===== src/rtl/emib_ch_s2m_dly.sv =====
// EMIB channel model, slave-to-master direction.
// Carries words from the slave AIB to the master AIB through a configurable
// delay line of 1..MAX_DLY cycles. Adjacent lane pairs are swapped, and a
// single-bit error can be injected into one word.
//
// Ports:
//   clk, rst        clock, synchronous active-high reset
//   s_tx_data/vld   word from the slave AIB (vld=0 enters a bubble)
//   cfg_dly         requested latency minus 1; sampled only while idle
//   flush           drop every in-flight word
//   inj_en/lane     arm a one-bit flip on the next accepted word
//   m_rx_data/vld   delayed, remapped word toward the master AIB
//   dly_busy        at least one valid word in flight
//   inj_pend        flip armed, not yet applied
//   inj_bad         sticky: injection requested on a lane that does not exist
//   word_cnt        saturating count of delivered words
//   inj_cnt         saturating count of applied flips
module emib_ch_s2m_dly #(
    parameter int unsigned DWIDTH  = 40,
    parameter int unsigned MAX_DLY = 8
) (
    input  logic              clk,
    input  logic              rst,
    input  logic [DWIDTH-1:0] s_tx_data,
    input  logic              s_tx_vld,
    input  logic [2:0]        cfg_dly,
    input  logic              flush,
    input  logic              inj_en,
    input  logic [5:0]        inj_lane,
    output logic [DWIDTH-1:0] m_rx_data,
    output logic              m_rx_vld,
    output logic              dly_busy,
    output logic              inj_pend,
    output logic              inj_bad,
    output logic [15:0]       word_cnt,
    output logic [7:0]        inj_cnt
);

    // m_rx_* is the last stage of the delay line, so only MAX_DLY-1 internal
    // stages are needed ahead of it.
    localparam int unsigned NSTG    = (MAX_DLY > 1) ? MAX_DLY - 1 : 1;
    localparam logic [2:0]  DLY_MAX = 3'(MAX_DLY - 1);
    localparam logic [6:0]  LANES   = 7'(DWIDTH);

    typedef enum logic [0:0] {
        IDLE = 1'b0,
        RUN  = 1'b1
    } state_t;

    state_t            state;
    state_t            state_nxt;

    logic [DWIDTH-1:0] stg_data [NSTG];
    logic [NSTG-1:0]   stg_vld;
    logic [NSTG-1:0]   stg_vld_nxt;
    logic [2:0]        cur_dly;
    logic [2:0]        cfg_lim;
    logic [2:0]        tap_idx;
    logic [5:0]        pend_lane;
    logic [5:0]        flip_lane;
    logic              lane_ok;
    logic              acc_vld;
    logic              do_flip;
    logic              arm;
    logic              out_vld_nxt;
    logic              dly_ld;
    logic [DWIDTH-1:0] flip_mask;
    logic [DWIDTH-1:0] in_word;
    logic [DWIDTH-1:0] in_remap;
    logic [DWIDTH-1:0] out_data_src;

    // Input path: error injection, then pairwise lane swap.
    always_comb begin
        lane_ok   = {1'b0, inj_lane} < LANES;
        acc_vld   = s_tx_vld & ~flush;
        // An armed injection keeps its captured lane; a new request is ignored.
        flip_lane = inj_pend ? pend_lane : inj_lane;
        do_flip   = acc_vld & (inj_pend | (inj_en & lane_ok));
        arm       = inj_en & lane_ok & ~inj_pend & ~do_flip;
        flip_mask = do_flip ? (DWIDTH'(1) << flip_lane) : '0;
        in_word   = s_tx_data ^ flip_mask;
        in_remap  = '0;
        for (int k = 0; k < int'(DWIDTH / 2); k++) begin
            in_remap[2*k]   = in_word[2*k+1];
            in_remap[2*k+1] = in_word[2*k];
        end
    end

    // Delay line next state; valid bits at or beyond the tap are dropped so
    // a later, longer tap never exposes words that were already delivered.
    always_comb begin
        tap_idx        = cur_dly - 3'd1;
        stg_vld_nxt    = '0;
        stg_vld_nxt[0] = ~flush & acc_vld & (cur_dly != 3'd0);
        for (int k = 1; k < int'(NSTG); k++) begin
            stg_vld_nxt[k] = ~flush & stg_vld[k-1] & (k < int'(cur_dly));
        end
        out_vld_nxt  = ~flush & ((cur_dly == 3'd0) ? acc_vld : stg_vld[tap_idx]);
        out_data_src = (cur_dly == 3'd0) ? in_remap : stg_data[tap_idx];
        cfg_lim      = (cfg_dly > DLY_MAX) ? DLY_MAX : cfg_dly;
        dly_ld       = (state == IDLE) & ~s_tx_vld;
    end

    // FSM state register.
    always_ff @(posedge clk) begin
        if (rst) begin
            state <= IDLE;
        end else begin
            state <= state_nxt;
        end
    end

    // FSM next state: RUN while any valid word sits up to and including the tap.
    always_comb begin
        state_nxt = IDLE;
        if (out_vld_nxt || (|stg_vld_nxt)) begin
            state_nxt = RUN;
        end
    end

    // FSM outputs.
    always_comb begin
        dly_busy = (state == RUN);
    end

    // Delay line, output stage and active latency.
    always_ff @(posedge clk) begin
        if (rst) begin
            stg_vld   <= '0;
            m_rx_vld  <= 1'b0;
            m_rx_data <= '0;
            cur_dly   <= cfg_lim;
            for (int k = 0; k < int'(NSTG); k++) begin
                stg_data[k] <= '0;
            end
        end else begin
            stg_vld  <= stg_vld_nxt;
            m_rx_vld <= out_vld_nxt;
            if (out_vld_nxt) begin
                m_rx_data <= out_data_src;
            end
            // Flush only kills valid bits; stage data is left untouched.
            if (!flush) begin
                stg_data[0] <= in_remap;
                for (int k = 1; k < int'(NSTG); k++) begin
                    stg_data[k] <= stg_data[k-1];
                end
            end
            if (dly_ld) begin
                cur_dly <= cfg_lim;
            end
        end
    end

    // Injection control and statistics.
    always_ff @(posedge clk) begin
        if (rst) begin
            inj_pend  <= 1'b0;
            pend_lane <= '0;
            inj_bad   <= 1'b0;
            word_cnt  <= '0;
            inj_cnt   <= '0;
        end else begin
            if (inj_en && !lane_ok) begin
                inj_bad <= 1'b1;
            end
            if (do_flip) begin
                inj_pend <= 1'b0;
            end else if (arm) begin
                inj_pend  <= 1'b1;
                pend_lane <= inj_lane;
            end
            if (do_flip && (inj_cnt != 8'hFF)) begin
                inj_cnt <= inj_cnt + 8'd1;
            end
            if (out_vld_nxt && (word_cnt != 16'hFFFF)) begin
                word_cnt <= word_cnt + 16'd1;
            end
        end
    end

endmodule


===== config.mk =====
export PLATFORM = sky130hd
export DESIGN_NAME = emib_ch_s2m_dly
export DESIGN_NICKNAME = d
export VERILOG_FILES = /design/src/rtl/emib_ch_s2m_dly.sv
export SDC_FILE = /design/constraint.sdc
export NUM_CORES = 1
export LEC_CHECK = 0
export ABC_AREA = 1
export BUFFER_PORTS_ARGS = -buffer_cell sky130_fd_sc_hd__buf_2
export CORE_UTILIZATION = 43
export CTS_BUF_LIST = sky130_fd_sc_hd__clkbuf_4 sky130_fd_sc_hd__clkbuf_8
export CTS_CLUSTER_DIAMETER = 120
export DETAILED_ROUTE_END_ITERATION = 10
export GPL_ROUTABILITY_DRIVEN = 0
export SLEW_MARGIN = 20
export SYNTH_ARGS = -nofsm -noshare
export SYNTH_HDL_FRONTEND = slang
export SYNTH_SLANG_ARGS = --single-unit

===== constraint.sdc =====
create_clock -name clk -period 11.05 [get_ports clk]
set_input_delay 1.6575 -clock clk [delete_from_list [all_inputs] [get_ports clk]]
set_output_delay 1.6575 -clock clk [all_outputs]
set_load 0.01 [all_outputs]

==> impl.org <==
** Synth
- Avg Synthesized Cell Area :: 8.57 sq um
- Flops & latches, synth :: 364
- Area leader, netlist :: sky130_fd_sc_hd__edfxtp_1
- The synthesized design devotes to its leading area cell type 46.9% of total area.
- Yosys mapped the design onto 46 distinct sky130hd cell types.
- In this run the cell area of the synthesized design comes to 0.0181 sq mm.
- In the synthesized netlist the dominant register cell turns out to be sky130_fd_sc_hd__edfxtp_1.
- Proportion of register bits with asynchronous set or reset after synthesis :: 0%
- Post-synth EDFFs :: 283
- Count of warnings emitted by yosys :: 0
- Synth Net Count :: 2,171
- Post-synthesis instance total :: 2,112
- Seq/Total Area, Yosys :: 55.9%
- After synthesis, the cell types taking the most area are sky130_fd_sc_hd__edfxtp_1 (47%), sky130_fd_sc_hd__dfxtp_1 (9.0%), sky130_fd_sc_hd__nor2_1 (8.0%).

** Final layout
- Of the cells placed in the final design, the portion with a size suffix greater than 1 is 13.3%.
- Compared with the post-synthesis result, the final layout area differs by 11.1%.
- The multi-input combinational cells in the finished layout cover a total of 0.00613 sq mm.
- After filler insertion, the fill cell instance count of the layout stands at 3,927.
- At the end of the flow, the number of nets in the layout was 2,245.
- The sequential cells in the finished layout cover a total of 0.0101 sq mm.
- The library cell used most frequently in the layout, excluding fill and tap cells, is sky130_fd_sc_hd__nor2_1.
- The repair_antennas step left the layout with diodes totalling 0.
- The library cells used most frequently in the layout, excluding fill and tap cells, are sky130_fd_sc_hd__nor2_1 (387), sky130_fd_sc_hd__inv_1 (343), sky130_fd_sc_hd__edfxtp_1 (283).

** GRT
- The first global-routing pass estimated 72.5 mm of wire.
- For this run, the total global-route usage over all layers was measured as 20.9%.
- Grt peak-use layer :: met1
- Grt met2 use :: 30.6%
- Entering global routing, the biggest net connects 169 pins.
- GR met3 Demand/Resource :: 3.29%
- Global route overflow :: 0
- Initial antenna violation count :: 2
- For met1 alone, demand over resource in global routing was 31.6%.
- Vias in the first global route :: 13,300

** Placement
- Prior to clock tree synthesis, the placed netlist has a worst setup slack of 6.18 ns.
- The HPWL after detailed placement is 27.8 mm.
- Buffers on Ports :: 121

** Worst setup path
- Of all nets on the critical path, the largest fanout is 168.
- Kind of start point of the critical path :: flip-flop
- STA classifies the critical path endpoint as a flip-flop.
- Data on the critical path arrives at its endpoint at 4.90 ns.
- The critical path in this run is classified as flip-flop to flip-flop.
- Data required time of the worst path :: 11.60 ns

** STA
- After routing, the total negative slack on setup checks comes to 0 ns.
- Worst Slack Setup Final :: 6.70 ns
- Maximum clock frequency :: 230 MHz
- Final-report setup violation count :: 0
- Headroom to the max-slew limit :: 26.9%
- On the final layout, the worst clock skew is 0.0235 ns.
- The routed design could run at a clock period as short as 4.35 ns.
- The number of hold violations in the final report was 0.
- Share of the cycle needed by the critical path after routing :: 39.4%
- At the pin with the least slew margin, the transition time is 1.10 ns.
- Setup repair after global routing missed its margin :: false
- The max-slew violation count came to 0.

** CTS
- Once the clock tree was built, the setup fixing pass inserted 0 buffers.
- Number of instances resized during post-cts repair :: 0
- Total clock buffers created by CTS :: 58
- The cell sitting at the root of the clock tree is a sky130_fd_sc_hd__clkbuf_8.
- The H-tree generated during clock tree synthesis spans 2 levels.
- Hold-fix buffers at CTS :: 0
- Counting every sink on the clock net gives 364.
- After clock tree synthesis, the clock-pin slew on the worst setup and hold paths is 0.06 ns.
- Buffer levels on the longest clock path :: 3
- TritonCTS built the clock tree.
- Clock insertion delay at the later pin of the skew report :: 0.61 ns

** Die
- The die covers 0.0429 sq mm.
- After floorplanning, the core was divided into 74 placement rows.
- The floorplan step set the die width to 207 um.
- The core region is 0.0412 sq mm.
- For this design the top-level I/O count stands at 122.
- Initial standard-cell utilization of the core :: 43.9%
- Die extent in y :: 207 um

** Flow run
- Count of maximum capacitance violations :: 0

** Drt
- After detailed routing, the number of vias per cell comes to 5.17.
- The final layout contains routed wiring with a total length of 45.2 mm.
- Detailed-router iteration count before antenna repair :: 8
- DRC Markers :: 0
- For this block, the initial DRC count from the detailed router was 1,368.
- Dividing the detail-routed wire length by the instance count gives 16.4 um.
- The count of nets left with antenna violations once routing finished came out at 0.
- The detailed router placed 14,300 vias in this run.

** Worst hold path
- Worst min-delay path class :: flip-flop to flip-flop

** Pwr
- Total power :: 3.25 mW
- IR analysis of the VDD net gives a maximum drop of 126 uV.
- Leakage dissipation :: 8.41 nW
- Pwr/cell area :: 161 mW/mm^2

** Status
- The run finished with clean final reports.
metrics by stage:
stage	hold slack [ns]	util, %	cell area, sq um	instances
after floorplan	0.424	-	18100	2112
after global placement	0.434	46.1	19000	2658
after detailed placement	0.436	46.1	19000	2658
after CTS	0.445	48.8	20100	2763
after global routing	0.470	48.8	20100	2763
final	0.448	48.8	20100	2763
worst max-delay path, cell delays in order, from the launching register on:
cell                       delay [ns]
sky130_fd_sc_hd__edfxtp_1        0.38
sky130_fd_sc_hd__buf_12          0.45
sky130_fd_sc_hd__inv_2           0.18
sky130_fd_sc_hd__ha_2            0.36
sky130_fd_sc_hd__buf_4           0.64
sky130_fd_sc_hd__inv_2           0.25
sky130_fd_sc_hd__o21ai_0         0.18
sky130_fd_sc_hd__o22ai_2         0.09
sky130_fd_sc_hd__nand2_2         0.08
sky130_fd_sc_hd__nand3_4         0.22
sky130_fd_sc_hd__nand2_4         0.58
sky130_fd_sc_hd__inv_2           0.41
sky130_fd_sc_hd__nand3_1         0.28
sky130_fd_sc_hd__nand2_1         0.07
sky130_fd_sc_hd__inv_1           0.05
layout make-up:
class                      instances  share of cell area, %
clock buffer                      87                   5.27
sequential                       364                   50.3
inverter                         357                   6.67
multi-input combinational       1270                   30.5
tap                              532                   3.31
clock inverter                    18                  0.398
timing repair buffer             135                   3.59
where the power goes:
part | switching (mW) | total [mW] | internal, mW | leakage [nW]
registers | 0.0431 | 1.62 | 1.57 | 3.79
logic | 0.351 | 0.493 | 0.142 | 4.01
clock network | 0.530 | 1.14 | 0.609 | 0.603
total | 0.925 | 3.25 | 2.32 | 8.41
per-layer routing:
layer / part of all wire, % / routed length (um) / vias to the layer above
met5: 0.040 / 18 / -
met4: 2.4 / 1080 / 4
met3: 6.2 / 2810 / 72
met2: 43 / 19300 / 460
met1: 49 / 22000 / 6732
li1: - / - / 7017
flip-flops by register name, indices dropped and copies added (netlist names):
name,cells
m_rx_vld,1
inj_cnt,8
word_cnt,16
pend_lane,6
stg_vld,7
inj_bad,1
cur_dly,3
m_rx_data,40
stg_data,280
inj_pend,1
dly_busy,1
Yosys cell counts, types with 2 or more instances:
library cell	instances
sky130_fd_sc_hd__a21oi_1	188
sky130_fd_sc_hd__a21oi_2	6
sky130_fd_sc_hd__a22oi_1	24
sky130_fd_sc_hd__buf_1	11
sky130_fd_sc_hd__buf_2	23
sky130_fd_sc_hd__buf_4	6
sky130_fd_sc_hd__buf_6	5
sky130_fd_sc_hd__clkbuf_1	76
sky130_fd_sc_hd__dfxtp_1	81
sky130_fd_sc_hd__edfxtp_1	283
sky130_fd_sc_hd__ha_1	5
sky130_fd_sc_hd__inv_1	343
sky130_fd_sc_hd__inv_2	12
sky130_fd_sc_hd__nand2_1	268
sky130_fd_sc_hd__nand2_2	8
sky130_fd_sc_hd__nand2_4	2
sky130_fd_sc_hd__nand3_1	102
sky130_fd_sc_hd__nand3_2	7
sky130_fd_sc_hd__nand3b_1	10
sky130_fd_sc_hd__nand4_1	17
sky130_fd_sc_hd__nand4_4	2
sky130_fd_sc_hd__nor2_1	387
sky130_fd_sc_hd__nor2_2	10
sky130_fd_sc_hd__nor2_4	3
sky130_fd_sc_hd__nor3_1	2
sky130_fd_sc_hd__o211ai_1	25
sky130_fd_sc_hd__o21a_1	2
sky130_fd_sc_hd__o21ai_0	138
sky130_fd_sc_hd__o21ai_1	17
sky130_fd_sc_hd__o21ai_2	4
sky130_fd_sc_hd__o21ai_4	3
sky130_fd_sc_hd__o21bai_1	17
sky130_fd_sc_hd__xnor2_1	8
sky130_fd_sc_hd__xor2_1	5
logic make-up (layout without fill, tap and decap cells):
kind of cell / Yosys count / in the layout / synth area share [%]
AOI/OAI and AO/OA: 426 / 426 / 13.2
buffers and inverters: 478 / 597 / 10.4
xor gates and xnor gates: 14 / 14 / 0.719
and+or+nand+nor: 825 / 825 / 19.5
DFF: 364 / 364 / 55.9
adders and majority gates: 5 / 5 / 0.346
path summary, 6_finish.rpt:
check / from / endpoint / slack [ns] / depth (start not counted)
max: cur_dly[0]$_SDFFCE_PN1P_ / m_rx_data[24]$_SDFFE_PP0P_ / 6.70 / 14
min: pend_lane[0]$_SDFFE_PP0P_ / pend_lane[0]$_SDFFE_PP0P_ / 0.45 / 2
max reg2reg: cur_dly[0]$_SDFFCE_PN1P_ / m_rx_data[24]$_SDFFE_PP0P_ / 6.70 / 14
min reg2reg: pend_lane[0]$_SDFFE_PP0P_ / pend_lane[0]$_SDFFE_PP0P_ / 0.45 / 2
No activity file was read; power rests on OpenSTA's default activity.
